`src/rtl/seg7_pkg.sv`:
```
// Shared constants for the 7-segment readback monitor: digit patterns (bit6..0 = a..g,
// active-high), FSM state encoding and the BCD-to-binary helper.
package seg7_pkg;

  localparam logic [6:0] SEG_0     = 7'b1111110;
  localparam logic [6:0] SEG_1     = 7'b0110000;
  localparam logic [6:0] SEG_2     = 7'b1101101;
  localparam logic [6:0] SEG_3     = 7'b1111001;
  localparam logic [6:0] SEG_4     = 7'b0110011;
  localparam logic [6:0] SEG_5     = 7'b1011011;
  localparam logic [6:0] SEG_6     = 7'b1011111;
  localparam logic [6:0] SEG_7     = 7'b1110000;
  localparam logic [6:0] SEG_8     = 7'b1111111;
  localparam logic [6:0] SEG_9     = 7'b1111011;
  localparam logic [6:0] SEG_BLANK = 7'b0000000;

  localparam logic [6:0] FIELD_MAX = 7'd59;

  typedef enum logic [1:0] {IDLE, SCAN, COMBINE, REPORT} state_t;

  // tens*10 + ones using shifts only; two BCD digits never exceed 99
  function automatic logic [6:0] bcd_field(input logic [3:0] tens, input logic [3:0] ones);
    return ({3'b000, tens} << 3) + ({3'b000, tens} << 1) + {3'b000, ones};
  endfunction

endpackage

```
`src/rtl/seg7_to_bcd.sv`:
```
// Combinational decode of one active-high segment pattern into a BCD digit,
// flagging blank digits and patterns that are neither a digit nor blank.
module seg7_to_bcd
  import seg7_pkg::*;
(
  input  logic [6:0] pattern,
  output logic [3:0] digit,
  output logic       is_blank,
  output logic       is_err
);

  always_comb begin
    digit    = 4'd0;
    is_blank = 1'b0;
    is_err   = 1'b0;
    case (pattern)
      SEG_0:     digit = 4'd0;
      SEG_1:     digit = 4'd1;
      SEG_2:     digit = 4'd2;
      SEG_3:     digit = 4'd3;
      SEG_4:     digit = 4'd4;
      SEG_5:     digit = 4'd5;
      SEG_6:     digit = 4'd6;
      SEG_7:     digit = 4'd7;
      SEG_8:     digit = 4'd8;
      SEG_9:     digit = 4'd9;
      SEG_BLANK: is_blank = 1'b1;
      default:   is_err = 1'b1;
    endcase
  end

endmodule

```
`src/rtl/seg7_decode_monitor.sv`:
```
// Snapshots the six HH:MM:SS segment buses on a sample strobe and decodes them back to time.
// Define SEG7_DECODE_SEQ_CHECK_EN to also flag frames that are not the same or next second.
module seg7_decode_monitor
  import seg7_pkg::*;
#(
  parameter bit SEG_ACTIVE_LOW = 1'b0,
  parameter int HOUR_MAX       = 23
) (
  input  logic       clk,
  input  logic       rst_n,
  input  logic       sample,
  input  logic [6:0] display_s1,
  input  logic [6:0] display_s2,
  input  logic [6:0] display_m1,
  input  logic [6:0] display_m2,
  input  logic [6:0] display_h1,
  input  logic [6:0] display_h2,
  output logic       busy,
  output logic       done,
  output logic [5:0] time_s,
  output logic [5:0] time_m,
  output logic [5:0] time_h,
  output logic [5:0] blank_mask,
  output logic [5:0] pat_err,
  output logic [2:0] range_err,
  output logic       seq_err
);

  state_t     state, next_state;
  logic [6:0] snap [6];
  logic [3:0] digit_work [6];
  logic [5:0] blank_work, pat_work;
  logic [2:0] idx;
  logic [6:0] field_s, field_m, field_h;
  logic [6:0] comb_s, comb_m, comb_h;
  logic [2:0] range_work;
  logic [6:0] sel_pat, dec_in;
  logic [3:0] dec_digit;
  logic       dec_blank, dec_err;
  logic       accept, frame_ok;

  // the done cycle is still IDLE, so it must be excluded explicitly
  assign accept   = (state == IDLE) && sample && !done;
  assign frame_ok = (pat_work == 6'd0) && (range_work == 3'd0);

  always_comb begin
    sel_pat = 7'd0;
    case (idx)
      3'd0:    sel_pat = snap[0];
      3'd1:    sel_pat = snap[1];
      3'd2:    sel_pat = snap[2];
      3'd3:    sel_pat = snap[3];
      3'd4:    sel_pat = snap[4];
      3'd5:    sel_pat = snap[5];
      default: sel_pat = 7'd0;
    endcase
    dec_in = SEG_ACTIVE_LOW ? ~sel_pat : sel_pat;
  end

  seg7_to_bcd u_dec (
    .pattern  (dec_in),
    .digit    (dec_digit),
    .is_blank (dec_blank),
    .is_err   (dec_err)
  );

  assign comb_s = bcd_field(digit_work[1], digit_work[0]);
  assign comb_m = bcd_field(digit_work[3], digit_work[2]);
  assign comb_h = bcd_field(digit_work[5], digit_work[4]);

  always_ff @(posedge clk) begin
    if (!rst_n) state <= IDLE;
    else        state <= next_state;
  end

  always_comb begin
    next_state = state;
    case (state)
      IDLE:    if (accept) next_state = SCAN;
      SCAN:    if (idx == 3'd5) next_state = COMBINE;
      COMBINE: next_state = REPORT;
      REPORT:  next_state = IDLE;
      default: next_state = IDLE;
    endcase
  end

  always_ff @(posedge clk) begin
    if (!rst_n) begin
      for (int i = 0; i < 6; i++) begin
        snap[i]       <= 7'd0;
        digit_work[i] <= 4'd0;
      end
      blank_work <= 6'd0;
      pat_work   <= 6'd0;
      idx        <= 3'd0;
      field_s    <= 7'd0;
      field_m    <= 7'd0;
      field_h    <= 7'd0;
      range_work <= 3'd0;
      busy       <= 1'b0;
      done       <= 1'b0;
      time_s     <= 6'd0;
      time_m     <= 6'd0;
      time_h     <= 6'd0;
      blank_mask <= 6'd0;
      pat_err    <= 6'd0;
      range_err  <= 3'd0;
    end else begin
      done <= 1'b0;
      case (state)
        IDLE: if (accept) begin
          snap[0] <= display_s1;
          snap[1] <= display_s2;
          snap[2] <= display_m1;
          snap[3] <= display_m2;
          snap[4] <= display_h1;
          snap[5] <= display_h2;
          for (int i = 0; i < 6; i++) digit_work[i] <= 4'd0;
          blank_work <= 6'd0;
          pat_work   <= 6'd0;
          range_work <= 3'd0;
          idx        <= 3'd0;
          busy       <= 1'b1;
        end
        SCAN: begin
          for (int i = 0; i < 6; i++) begin
            if (idx == 3'(i)) begin
              digit_work[i] <= dec_digit;
              blank_work[i] <= dec_blank;
              pat_work[i]   <= dec_err;
            end
          end
          idx <= (idx == 3'd5) ? 3'd0 : idx + 3'd1;
        end
        COMBINE: begin
          field_s    <= comb_s;
          field_m    <= comb_m;
          field_h    <= comb_h;
          range_work <= {comb_h > 7'(HOUR_MAX), comb_m > FIELD_MAX, comb_s > FIELD_MAX};
        end
        REPORT: begin
          done       <= 1'b1;
          busy       <= 1'b0;
          blank_mask <= blank_work;
          pat_err    <= pat_work;
          range_err  <= range_work;
          if (frame_ok) begin
            time_s <= field_s[5:0];
            time_m <= field_m[5:0];
            time_h <= field_h[5:0];
          end
        end
        default: ;
      endcase
    end
  end

`ifdef SEG7_DECODE_SEQ_CHECK_EN
  logic       prev_valid, in_seq;
  logic [5:0] succ_s, succ_m, succ_h;

  // time_* still holds the previous valid frame while REPORT is evaluated
  always_comb begin
    succ_s = time_s + 6'd1;
    succ_m = time_m;
    succ_h = time_h;
    if (time_s == 6'd59) begin
      succ_s = 6'd0;
      if (time_m == 6'd59) begin
        succ_m = 6'd0;
        succ_h = (time_h == 6'(HOUR_MAX)) ? 6'd0 : time_h + 6'd1;
      end else begin
        succ_m = time_m + 6'd1;
      end
    end
    in_seq = ({field_h[5:0], field_m[5:0], field_s[5:0]} == {time_h, time_m, time_s}) ||
             ({field_h[5:0], field_m[5:0], field_s[5:0]} == {succ_h, succ_m, succ_s});
  end

  always_ff @(posedge clk) begin
    if (!rst_n) begin
      prev_valid <= 1'b0;
      seq_err    <= 1'b0;
    end else if (state == REPORT) begin
      if (frame_ok) begin
        prev_valid <= 1'b1;
        seq_err    <= prev_valid && (blank_work == 6'd0) && !in_seq;
      end else begin
        seq_err <= 1'b0;
      end
    end
  end
`else
  assign seq_err = 1'b0;
`endif

endmodule
```
`config.mk`:
```
export PLATFORM = sky130hd
export DESIGN_NAME = seg7_decode_monitor
export DESIGN_NICKNAME = d
export VERILOG_FILES = /design/src/rtl/seg7_pkg.sv /design/src/rtl/seg7_to_bcd.sv /design/src/rtl/seg7_decode_monitor.sv
export SDC_FILE = /design/constraint.sdc
export NUM_CORES = 1
export LEC_CHECK = 0
export ABC_CLOCK_PERIOD_IN_PS = 4250
export BUFFER_PORTS_ARGS = -buffer_cell sky130_fd_sc_hd__clkbuf_2
export CELL_PAD_IN_SITES_DETAIL_PLACEMENT = 2
export CELL_PAD_IN_SITES_GLOBAL_PLACEMENT = 2
export CORE_ASPECT_RATIO = 0.6
export CORE_MARGIN = 2
export CORE_UTILIZATION = 25
export CTS_CLUSTER_SIZE = 12
export DETAILED_ROUTE_END_ITERATION = 10
export PLACE_DENSITY = 0.58
export SYNTH_ARGS = -nofsm -noshare
export SYNTH_HDL_FRONTEND = slang
export SYNTH_SLANG_ARGS = --single-unit
```
`constraint.sdc`:
```
create_clock -name clk -period 4.25 [get_ports clk]
set_input_delay 0.6375 -clock clk [delete_from_list [all_inputs] [get_ports clk]]
set_output_delay 0.6375 -clock clk [all_outputs]
set_load 0.01 [all_outputs]
```
==> results.md, run 1 <==
* Outcome: complete, no violations
* Area growth syn-to-layout at 20.4%
* Post-synth EDFFs at 66
* Largest net degree at the start of global routing at 87
* Net Count, Synth at 687
* DP Wirelength at 14000 microns
* Number of distinct library cells after synthesis at 66
* Drt wl/cell at 17.7 microns
* Min-delay worst type: reg -> reg
* Most common cell in the netlist: dfxtp_1
* Synth top area cells: edfxtp_1 (29%), dfxtp_1 (22%), mux2i_1 (7.7%)
* Mapped Cells at 609
* DRT iter0 DRCs at 260
* Worst reg-to-reg path cell count at 7
* Initial Util at 25.5%
* Worst-path clk slew at 0.06 ns
* Core area at 26500 sq um
* Setup ws final at 1.21 ns
* Crit end category: flop
* Drt total wl at 18600 microns
* Cell area after synthesis at 6770 sq um
* Row Count at 46
* Vias in the first global route at 5324
* Worst r2r dst: pat_work[4]
* CP Data Required Time at 4.53 ns
* Vias/cell at 4.62
* F_max at 0.329 GHz
* First-pass GRT wire length at 30200 microns
* # diodes at 0
* R2R Setup Slk at 1.21 ns
* Combinational share of power at 30.9%
* DIE HEIGHT at 131 microns
* Switching Share at 34.8%
* Die area at 28500 sq um
* Maxcap violations at 0
* Port Buffer Count at 79
* Nets at 755
* Synth Warn # at 0
* Crit path launch: idx[1]
* DIE WIDTH at 216 microns
* Minimum clock period at 3.04 ns
* Worst path depth at 7
* CTS max path bufs at 2
* Pin slew with the least headroom to its limit at 1.04 ns
* CTS Buf Count at 17
* TNS Setup at 0 ns
* Post-route clock period utilization at 71.5%
* Max VDD drop at 0.214 mV
* Crit path max fanout at 16
* Ys flop type: dfxtp_1
* Hold buffers post-CTS at 0
* Clock sinks at 139
* Register area share after synthesis at 50.8%
* CP peak stage delay at 0.69 ns
* Worst EP arrival at 3.32 ns
* Share of layout cells above drive strength 1 at 19.4%
* Int Power at 3280 uW
* Clock Power Share at 32.6%
* Post-DRT Antenna Nets at 0
* Setup crit end: pat_work[4]
* DRC Markers at 0
* PwrDens at 617 nW/um^2
* I/O pin total at 81
* Worst Path Buf+Inv at 0
* Cells along the critical path: and2_1 -> ha_1 -> a32oi_1 -> o211ai_1 -> nand4b_1 -> o2bb2ai_1 -> o32ai_1
* Fill cells at 2856
* Clock latency on the worst-skew pair at 0.43 ns
* Async SR Flop Fraction at 0%
* Top delay family on crit path: compound AO/OA/AOI/OAI gates
* Total Power at 5030 uW
* CTS tree: yes
* RSZ-0062 raised after global routing: false
* Final hold vios at 0
* Clock root cell: clkbuf_16
* Synthesis-stage register bit count at 139
* DRT Pass-1 Iters at 4
* Commonest cells in the netlist: dfxtp_1 (73), edfxtp_1 (66), mux2i_1 (52), nor2b_1 (52), and3_1 (42)
* DP Area at 7510 sq um
* Htree depth at 4
* Vias at 4850
* CP max stage cell: dfxtp_1
* Fin. max-slew vios at 0
* Skew final at 0.00466 ns
* Post-CTS resize count at 0
* Synth top area share at 29.3%
* Grt ovf at 0
* Critical Path Source Type: flop
* Sequential power share at 36.5%
* Overall Global Routing Usage at 13.6%
* RePlAce Congestion at 0.779
* Static Leak at 0.00339 uW
* Post-CTS Setup Inserts at 0
* Final instance area at 8150 sq um
* Pre-CTS WS at 1.24 ns
* Leading area contributor after synthesis: edfxtp_1
* Critical R2R Launch: idx[1]
* Initial antenna violation count at 1
* Synthesized area per cell at 11.1 sq um
* Worst Setup Path Type: reg -> reg
* P_sw at 1750 uW
* Setup-failing EPs final at 0
* Max transition margin at 30.7%
## layout make-up
cell class,instances,area [sq um],area share (%)
Clock buffer,17,425,5.22
Clock inverter,15,221,2.72
Inverter,17,63.8,0.783
Multi-Input combinational cell,412,3070,37.7
Sequential cell,139,3440,42.2
Tap cell,360,450,5.52
Timing Repair Buffer,90,478,5.86
## cells in the final DEF (no fill, tap or decap), drive strengths merged, types with 2 or more instances in the layout
master,instances
nand2,38
nor2b,52
bufinv,5
mux2i,52
and3,42
or2,2
nand4,3
a21oi,20
a21o,9
dfxtp,73
and2,13
clkinv,7
and3b,5
nor4,3
xnor2,8
o31ai,3
o211a,5
o21ai,16
or4,2
o211ai,2
a32oi,2
clkbuf,96
ha,27
mux2,7
edfxtp,66
or3,2
a211oi,7
o41ai,6
fa,6
or4b,2
buf,11
a21boi,2
nand3b,6
a222oi,5
o21a,3
inv,19
nand3,12
nand2b,3
nor2,28
## tightest hold or removal path: stages (launching register included)
cell	delay (ns)
dfxtp_1	0.33
nand2_1	0.06
a21boi_1	0.05
## worst min-delay path by stage
stage                        from            end  slack, ns  cells past startpoint
floorplan           blank_work[0]  blank_work[0]       0.43                      2
global placement       field_h[3]     field_h[3]       0.49                      1
detailed placement  blank_work[0]  blank_work[0]       0.50                      2
CTS                 display_h1[1]     snap[4][1]       0.50                      2
global route        display_h1[4]     snap[4][4]       0.51                      2
finish              blank_work[0]  blank_work[0]       0.50                      2
## layer usage
layer / vias to the layer above / GRT usage, % / share of wire, %
met4: 0 / 3.61 / 0.84
met3: 12 / 3.52 / 3.4
met5: - / 0 / 0
met1: 2422 / 19.5 / 53
li1: 2338 / - / -
met2: 78 / 20.3 / 43
## power by group through the flow
stage	registers [uW]	clock network [uW]	logic (uW)
3_5_place_dp	1870	0	1570
3_3_place_gp	1860	0	1490
6_report	1840	1640	1550
2_1_floorplan	1790	0	1140
5_1_grt	1870	1750	1730
4_1_cts	1840	1690	1570
## sequential cells by signal (all words and copies together), names as in the netlist
name and count:
field_h 6, idx 3, range_err 3, blank_mask 6, pat_work 6, time_s 6, time_h 6, snap 42
done 1, pat_err 6, digit_work 24, state 2, busy 1, blank_work 6, field_s 6, field_m 6
range_work 3, time_m 6
## metrics by stage
| step | utilization (%) | instances | hold slack [ns] |
|---|---|---|---|
| finish | 30.7 | 1050 | 0.500 |
| global placement | 28.3 | 1018 | 0.486 |
| detailed placement | 28.3 | 1018 | 0.498 |
| floorplan | - | 609 | 0.435 |
| CTS | 30.7 | 1050 | 0.497 |
| global route | 30.7 | 1050 | 0.506 |
## kinds of logic (layout without fill, tap and decap cells)
family          after synthesis  count (layout)  synth area share (%)
fa+ha+maj                    33              33                  6.76
mux                          59              59                  8.96
compound gates               91              91                  9.96
simple gates                219             219                  18.5
buf+inv                      58             139                  3.81
xor+xnor                      9               9                  1.16
flops                       139             139                  50.8
other cells                   1               1                0.0554
Note: power is estimated with default switching activity, not from simulation.
==> run 2: changes to the inputs <==
Settings changed: ABC_AREA set to 1, ABC_CLOCK_PERIOD_IN_PS 4250 to 3100, PLACE_DENSITY 0.58 to 0.62.
Clock period 4.25 ns to 3.1 ns, I/O delays scaled along.
==> run 2 against run 1 <==
  * Sequential power grew 45%
  * Clock skew rose by 0.0056 ns
  * Highest routed layer unchanged
  * Core utilization increased by 0.093 points
  * Sequential share of layout area is 0.24 points higher
  * Synthesized area is 1.6% lower
  * Critical endpoint is now pat_work[3]
  * Setup slack worse by 0.63 ns
  * Register-to-register slack worse by 0.63 ns
  * Non-clock buffer count grew 1
  * Clock power up 29%
  * Via count grew 8.7%
==> results.md, run 2 <==
* Outcome: complete, no violations
* Core area at 26300 sq um (-0.87%)
* Fin. max-slew vios at 0 (unchanged)
* Port Buffer Count at 79 (unchanged)
* Crit path max fanout at 12 (-4)
* DRT Pass-1 Iters at 4 (unchanged)
* Setup-failing EPs final at 0 (unchanged)
* Minimum clock period at 2.51 ns (-0.524 ns)
* Skew final at 0.0103 ns (+0.00562 ns)
* Cells along the critical path: nor2_2 -> nand2_1 -> o21ai_1 -> inv_2 -> nand2_1 -> nand2_1 -> nor2_2 -> nand2_1 -> nand2_2 -> nor2_8 -> nand3_4 -> a21oi_2
* Area growth syn-to-layout at 21.6%
* Critical path's most frequent cell: nand2_1
* Synth top area cells: edfxtp_1 (30%), dfxtp_1 (22%), nor2_1 (8.6%)
* Async SR Flop Fraction at 0% (unchanged)
* Drt wl/cell at 15.6 microns (-12%)
* Max VDD drop at 0.261 mV (+22%)
* CP Data Required Time at 3.41 ns (-1.12 ns)
* Min-delay worst type: in -> reg
* DRC Markers at 0 (unchanged)
* Hold buffers post-CTS at 0 (unchanged)
* Ys flop type: dfxtp_1
* Nets at 935 (+24%)
* # diodes at 0 (unchanged)
* CTS Buf Count at 17 (unchanged)
* DP Wirelength at 14400 microns (+3.0%)
* Hold_ws at 0.328 ns (-0.172 ns)
* Critical R2R Launch: idx[0]
* Initial antenna violation count at 0 (-1)
* Clock root cell: clkbuf_16
* Post-CTS resize count at 0 (unchanged)
* Synth top area share at 29.7% (+0.47 points)
* Clock latency on the worst-skew pair at 0.44 ns (about the same)
* Synthesized area per cell at 8.62 sq um (-22%)
* Grt ovf at 0 (unchanged)
* Most common cell in the netlist: nor2_1
* Biggest register: snap
* Vias at 5271 (+8.7%)
* Static Leak at 0.00375 uW (+11%)
* Crit end category: flop
* TNS Setup at 0 ns (unchanged)
* RePlAce Congestion at 0.756 (-2.9%)
* Maxcap violations at 0 (unchanged)
* RSZ-0062 raised after global routing: false
* Post-route clock period utilization at 81.1% (+9.6 points)
* CP peak stage delay at 0.45 ns (-0.24 ns)
* DIE WIDTH at 215 microns (-0.77%)
* Final hold vios at 0 (unchanged)
* CP max stage cell: nor2_2
* Vias in the first global route at 5730 (+7.6%)
* Drt total wl at 19200 microns (+2.9%)
* CTS tree: yes
* Row Count at 46 (unchanged)
* Worst reg-to-reg path cell count at 12 (+5)
* Register area share after synthesis at 51.7% (+0.81 points)
* Worst r2r dst: pat_work[3]
* Net Count, Synth at 851 (+24%)
* Synth Warn # at 0 (unchanged)
* Overall Global Routing Usage at 14.7% (+1.0 points)
* Vias/cell at 4.29 (-7.2%)
* Max FFs per register at 42 (unchanged)
* Post-synth EDFFs at 66 (unchanged)
* PwrDens at 873 nW/um^2 (+41%)
* Hold EP: snap[5][2]
* Mapped Cells at 773 (+27%)
* Commonest non-fill, non-tap cell in the layout: nor2_1
* Pin slew with the least headroom to its limit at 0.630 ns (-0.409 ns)
* Share of layout cells above drive strength 1 at 18.3% (-1.1 points)
* Critical hold path startpoint: display_h2[2]
* DRT iter0 DRCs at 188 (-28%)
* Worst EP arrival at 2.83 ns (-0.49 ns)
* CTS max path bufs at 2 (unchanged)
* Worst Setup Path Type: reg -> reg
* Final Instance Count excl. Fillers at 1230 (+17%)
* Leading area contributor after synthesis: edfxtp_1
* Critical Path Source Type: flop
* Initial Util at 25.3% (-0.18 points)
* Commonest cells in the netlist: nor2_1 (152), inv_1 (122), nand2_1 (97)
* Synthesis-stage register bit count at 139 (unchanged)
* F_max at 0.398 GHz (+21%)
* R2R Setup Slk at 0.59 ns (-0.63 ns)
* Die area at 28000 sq um (-1.5%)
* Commonest cells after routing, fill and taps aside: nor2_1 (152), inv_1 (122), nand2_1 (97), clkbuf_2 (79), dfxtp_1 (73)
* I/O pin total at 81 (unchanged)
* Max transition margin at 58.0% (+27 points)
* Number of distinct library cells after synthesis at 41 (-38%)
* Hold path cells at 3 (+1)
* Top Registers: snap: 42 flops, digit_work: 24 flops
* Worst-path clk slew at 0.06 ns (about the same)
* First-pass GRT wire length at 31500 microns (+4.2%)
* Htree depth at 4 (unchanged)
* Placed cell count at 1198 (+18%)
* Post-CTS Setup Inserts at 0 (unchanged)
* Clock sinks at 139 (unchanged)
* Largest net degree at the start of global routing at 43 (-51%)
* Cell area after synthesis at 6670 sq um (-1.6%)
* DP Area at 7480 sq um (-0.33%)
* DIE HEIGHT at 130 microns (-0.76%)
* Final instance area at 8110 sq um (-0.57%)
* Post-DRT Antenna Nets at 0 (unchanged)
## run 2: cell count changes after synthesis, sizes merged, moves of 14 or more
cell and delta:
o21ai +43, mux2i -52, a21oi +25, inv +112
nand2 +64, nor2b -52, nand3 +14, nor2 +132
and3 -42
## run 2: per-stage QoR
stage,setup slack [ns],utilization [%],power (uW)
2_1_floorplan,0.838,-,4190
3_3_place_gp,0.694,28.4,4950
3_5_place_dp,0.566,28.4,5020
4_1_cts,0.554,30.8,7200
5_1_grt,0.316,30.8,7620
6_report,0.586,30.8,7080
## run 2: cells by family after synthesis
group,count (synthesis),synth area share [%]
compound gates,130,11.1
xor+xnor,8,1.05
fa+ha+maj,33,6.87
buf+inv,157,9.18
flops,139,51.7
other cells,1,0.0563
simple gates,305,20.1
## run 2: cell type report
class / instances / area, sq um
Sequential cell: 139 / 3440
Clock buffer: 26 / 584
Inverter: 131 / 492
Fill cell: 2993 / 18200
Tap cell: 360 / 450
Multi-Input combinational cell: 477 / 2610
Timing Repair Buffer: 91 / 485
Clock inverter: 6 / 41.3
## run 2: metal layers
layer	up-vias	global-route usage, %	share of wire, %
li1	2667	-	-
met1	2523	21.2	54
met2	68	21.8	41
met3	13	3.63	4.3
met4	0	3.92	0.81
met5	-	0	0
## run 2: worst max-delay path: cells and delay by family, from the launching register on
| family | cells | cell delay, ns |
|---|---|---|
| compound gates | 2 | 0.34 |
| buf+inv | 1 | 0.04 |
| flops | 1 | 0.37 |
| simple gates | 9 | 1.63 |
## run 2: worst max path at each step
stage,end,slack (ns),cells after the start,from
finish,pat_work[3],0.59,12,idx[0]
global route,digit_work[3][1],0.32,10,idx[0]
CTS,digit_work[2][1],0.55,10,idx[0]
detailed placement,digit_work[2][1],0.57,10,idx[0]
global placement,digit_work[0][1],0.69,10,idx[0]
floorplan,range_work[2],0.84,9,digit_work[5][2]
## run 2: where the power goes
part	internal, uW	switching [uW]
clock network	1300	820
registers	2420	237
logic	678	1610
==> run 3: changes to the inputs <==
Settings changed: ABC_AREA 1 to 0, ABC_CLOCK_PERIOD_IN_PS 3100 to 2600, PLACE_DENSITY 0.62 to 0.58.
Clock period 3.1 ns to 2.6 ns, I/O delays scaled along.
==> run 3 against run 2 <==
  * Cell count shrank 12%
  * Hold slack got worse by 0.060 ns
  * Sequential share of layout area is 1.8 points lower
  * Largest power group is now combinational cells
  * Die area increased by 1.6%
  * Critical path type unchanged
  * First-iteration DRC count up 18%
==> results.md, run 3 (synthesis gave the netlist of run 1 again) <==
* Outcome: complete, no violations
* Static Leak at 0.00353 uW (-5.8%)
* Clock root cell: clkbuf_16
* Clock sinks at 139 (unchanged)
* I/O pin total at 81 (unchanged)
* CTS Buf Count at 17 (unchanged)
* Max FFs per register at 42 (unchanged)
* Share of layout cells above drive strength 1 at 27.0% (+8.8 points)
* PwrDens at 989 nW/um^2 (+13%)
* Hold buffers post-CTS at 0 (unchanged)
* Worst Setup Path Type: reg -> reg
* First-pass GRT wire length at 31100 microns (-1.1%)
* Biggest register: snap
* Critical Path Source Type: flop
* DP Wirelength at 14600 microns (+1.1%)
* Die area at 28500 sq um (+1.6%)
* Grt ovf at 0 (unchanged)
* Row Count at 46 (unchanged)
* Commonest non-fill, non-tap cell in the layout: clkbuf_2
* Pin slew with the least headroom to its limit at 0.718 ns (+0.0878 ns)
* Port Buffer Count at 79 (unchanged)
* CP Data Required Time at 2.90 ns (-0.51 ns)
* Area growth syn-to-layout at 25.3%
* Max transition margin at 51.6% (-6.4 points)
* Nets at 790 (-16%)
* Setup-failing EPs final at 0 (unchanged)
* DIE HEIGHT at 131 microns (+0.77%)
* Crit end category: flop
* Core area at 26500 sq um (+0.88%)
* Worst EP arrival at 2.88 ns (+0.05 ns)
* RePlAce Congestion at 0.795 (+5.2%)
* Final hold vios at 0 (unchanged)
* TNS Setup at 0 ns (unchanged)
* Clock latency on the worst-skew pair at 0.43 ns (about the same)
* Drt total wl at 19700 microns (+2.9%)
* Setup ws final at 0.0149 ns (-0.571 ns)
* CTS max path bufs at 2 (unchanged)
* Finished Core Util at 32.0% (+1.2 points)
* Top Registers: snap: 42 flops, digit_work: 24 flops
* Drt wl/cell at 18.2 microns (+17%)
* Htree depth at 4 (unchanged)
* Initial antenna violation count at 0 (unchanged)
* F_max at 0.387 GHz (-2.8%)
* Largest net degree at the start of global routing at 47 (+9.3%)
* Min-delay worst type: in -> reg
* Post-route clock period utilization at 99.4% (+18 points)
* Initial Util at 25.5% (+0.18 points)
* DRT iter0 DRCs at 221 (+18%)
* Overall Global Routing Usage at 14.1% (-0.57 points)
* DIE WIDTH at 216 microns (+0.78%)
* Vias in the first global route at 5470 (-4.5%)
* Crit path max fanout at 6 (-6)
* Max VDD drop at 0.346 mV (+32%)
* Worst-path clk slew at 0.07 ns (about the same)
* Fin. max-slew vios at 0 (unchanged)
* Minimum clock period at 2.59 ns (+0.0711 ns)
* Hold_ws at 0.268 ns (-0.0602 ns)
* Vias/cell at 4.66 (+8.8%)
* DRC Markers at 0 (unchanged)
* Final Instance Count excl. Fillers at 1085 (-12%)
* Placed cell count at 1038 (-13%)
* # diodes at 0 (unchanged)
* Post-DRT Antenna Nets at 0 (unchanged)
* Fill cells at 2878 (-3.8%)
* Maxcap violations at 0 (unchanged)
* Skew final at 0.00986 ns (-0.000425 ns)
* DRT Pass-1 Iters at 4 (unchanged)
* RSZ-0062 raised after global routing: true
* CTS tree: yes
* Commonest cells after routing, fill and taps aside: clkbuf_2 (79), dfxtp_1 (71), edfxtp_1 (66), mux2i_1 (52), nor2b_1 (51)
* Pre-CTS WS at -0.0859 ns (-0.652 ns)
* Vias at 5057 (-4.1%)
run 3: report_power, final:
part / internal, uW / switching (uW)
clock network: 1320 / 1000
registers: 2760 / 251
logic: 1270 / 1800
total: 5340 / 3060
run 3: worst paths after layout:
path	startpoint	to	slack, ns	depth (start not counted)
min	display_h2[0]	snap[5][0]	0.27	2
max	idx[1]	pat_work[4]	0.01	6
max reg2reg	idx[1]	pat_work[4]	0.01	6
min reg2reg	range_work[2]	range_work[2]	0.50	2
run 3: layer usage:
| metal | vias up | GRT usage (%) | part of all wire [%] |
|---|---|---|---|
| met2 | 84 | 21.9 | 45 |
| met5 | - | 0 | 0 |
| met3 | 16 | 4.14 | 3.8 |
| met1 | 2549 | 19.4 | 50 |
| li1 | 2408 | - | - |
| met4 | 0 | 2.74 | 0.92 |
run 3: critical path: stages (launching register included):
cell and delay (ns):
dfxtp_4 0.40, mux2_2 0.37, a222oi_1 0.45, and4_1 0.32, or4b_4 0.49, a31oi_4 0.29
o32ai_1 0.14
run 3: stage by stage:
stage / area (sq um) / total power, uW
floorplan: 6800 / 4790
finish: 8490 / 8390
CTS: 8250 / 8220
global route: 8490 / 8930
detailed placement: 7670 / 5820
global placement: 7670 / 5670
run 3: what timing repair did:
| item | CTS | global route |
|---|---|---|
| gates cloned | 0 | 1 |
| gates resized for setup | 3 | 37 |
| setup buffers | 2 | 12 |
| pin swaps | 1 | 11 |
| endpoints found under the setup margin | 30 | 38 |
run 3: area by class of cell:
class / instances / area (sq um) / area share [%]
flip-flops and latches: 139 / 3450 / 40.6
inverters: 17 / 63.8 / 0.752
well taps: 360 / 450 / 5.31
clock buffers: 19 / 433 / 5.10
clock inverters: 13 / 119 / 1.40
multi-input cells: 412 / 3210 / 37.8
repair buffers: 125 / 767 / 9.03
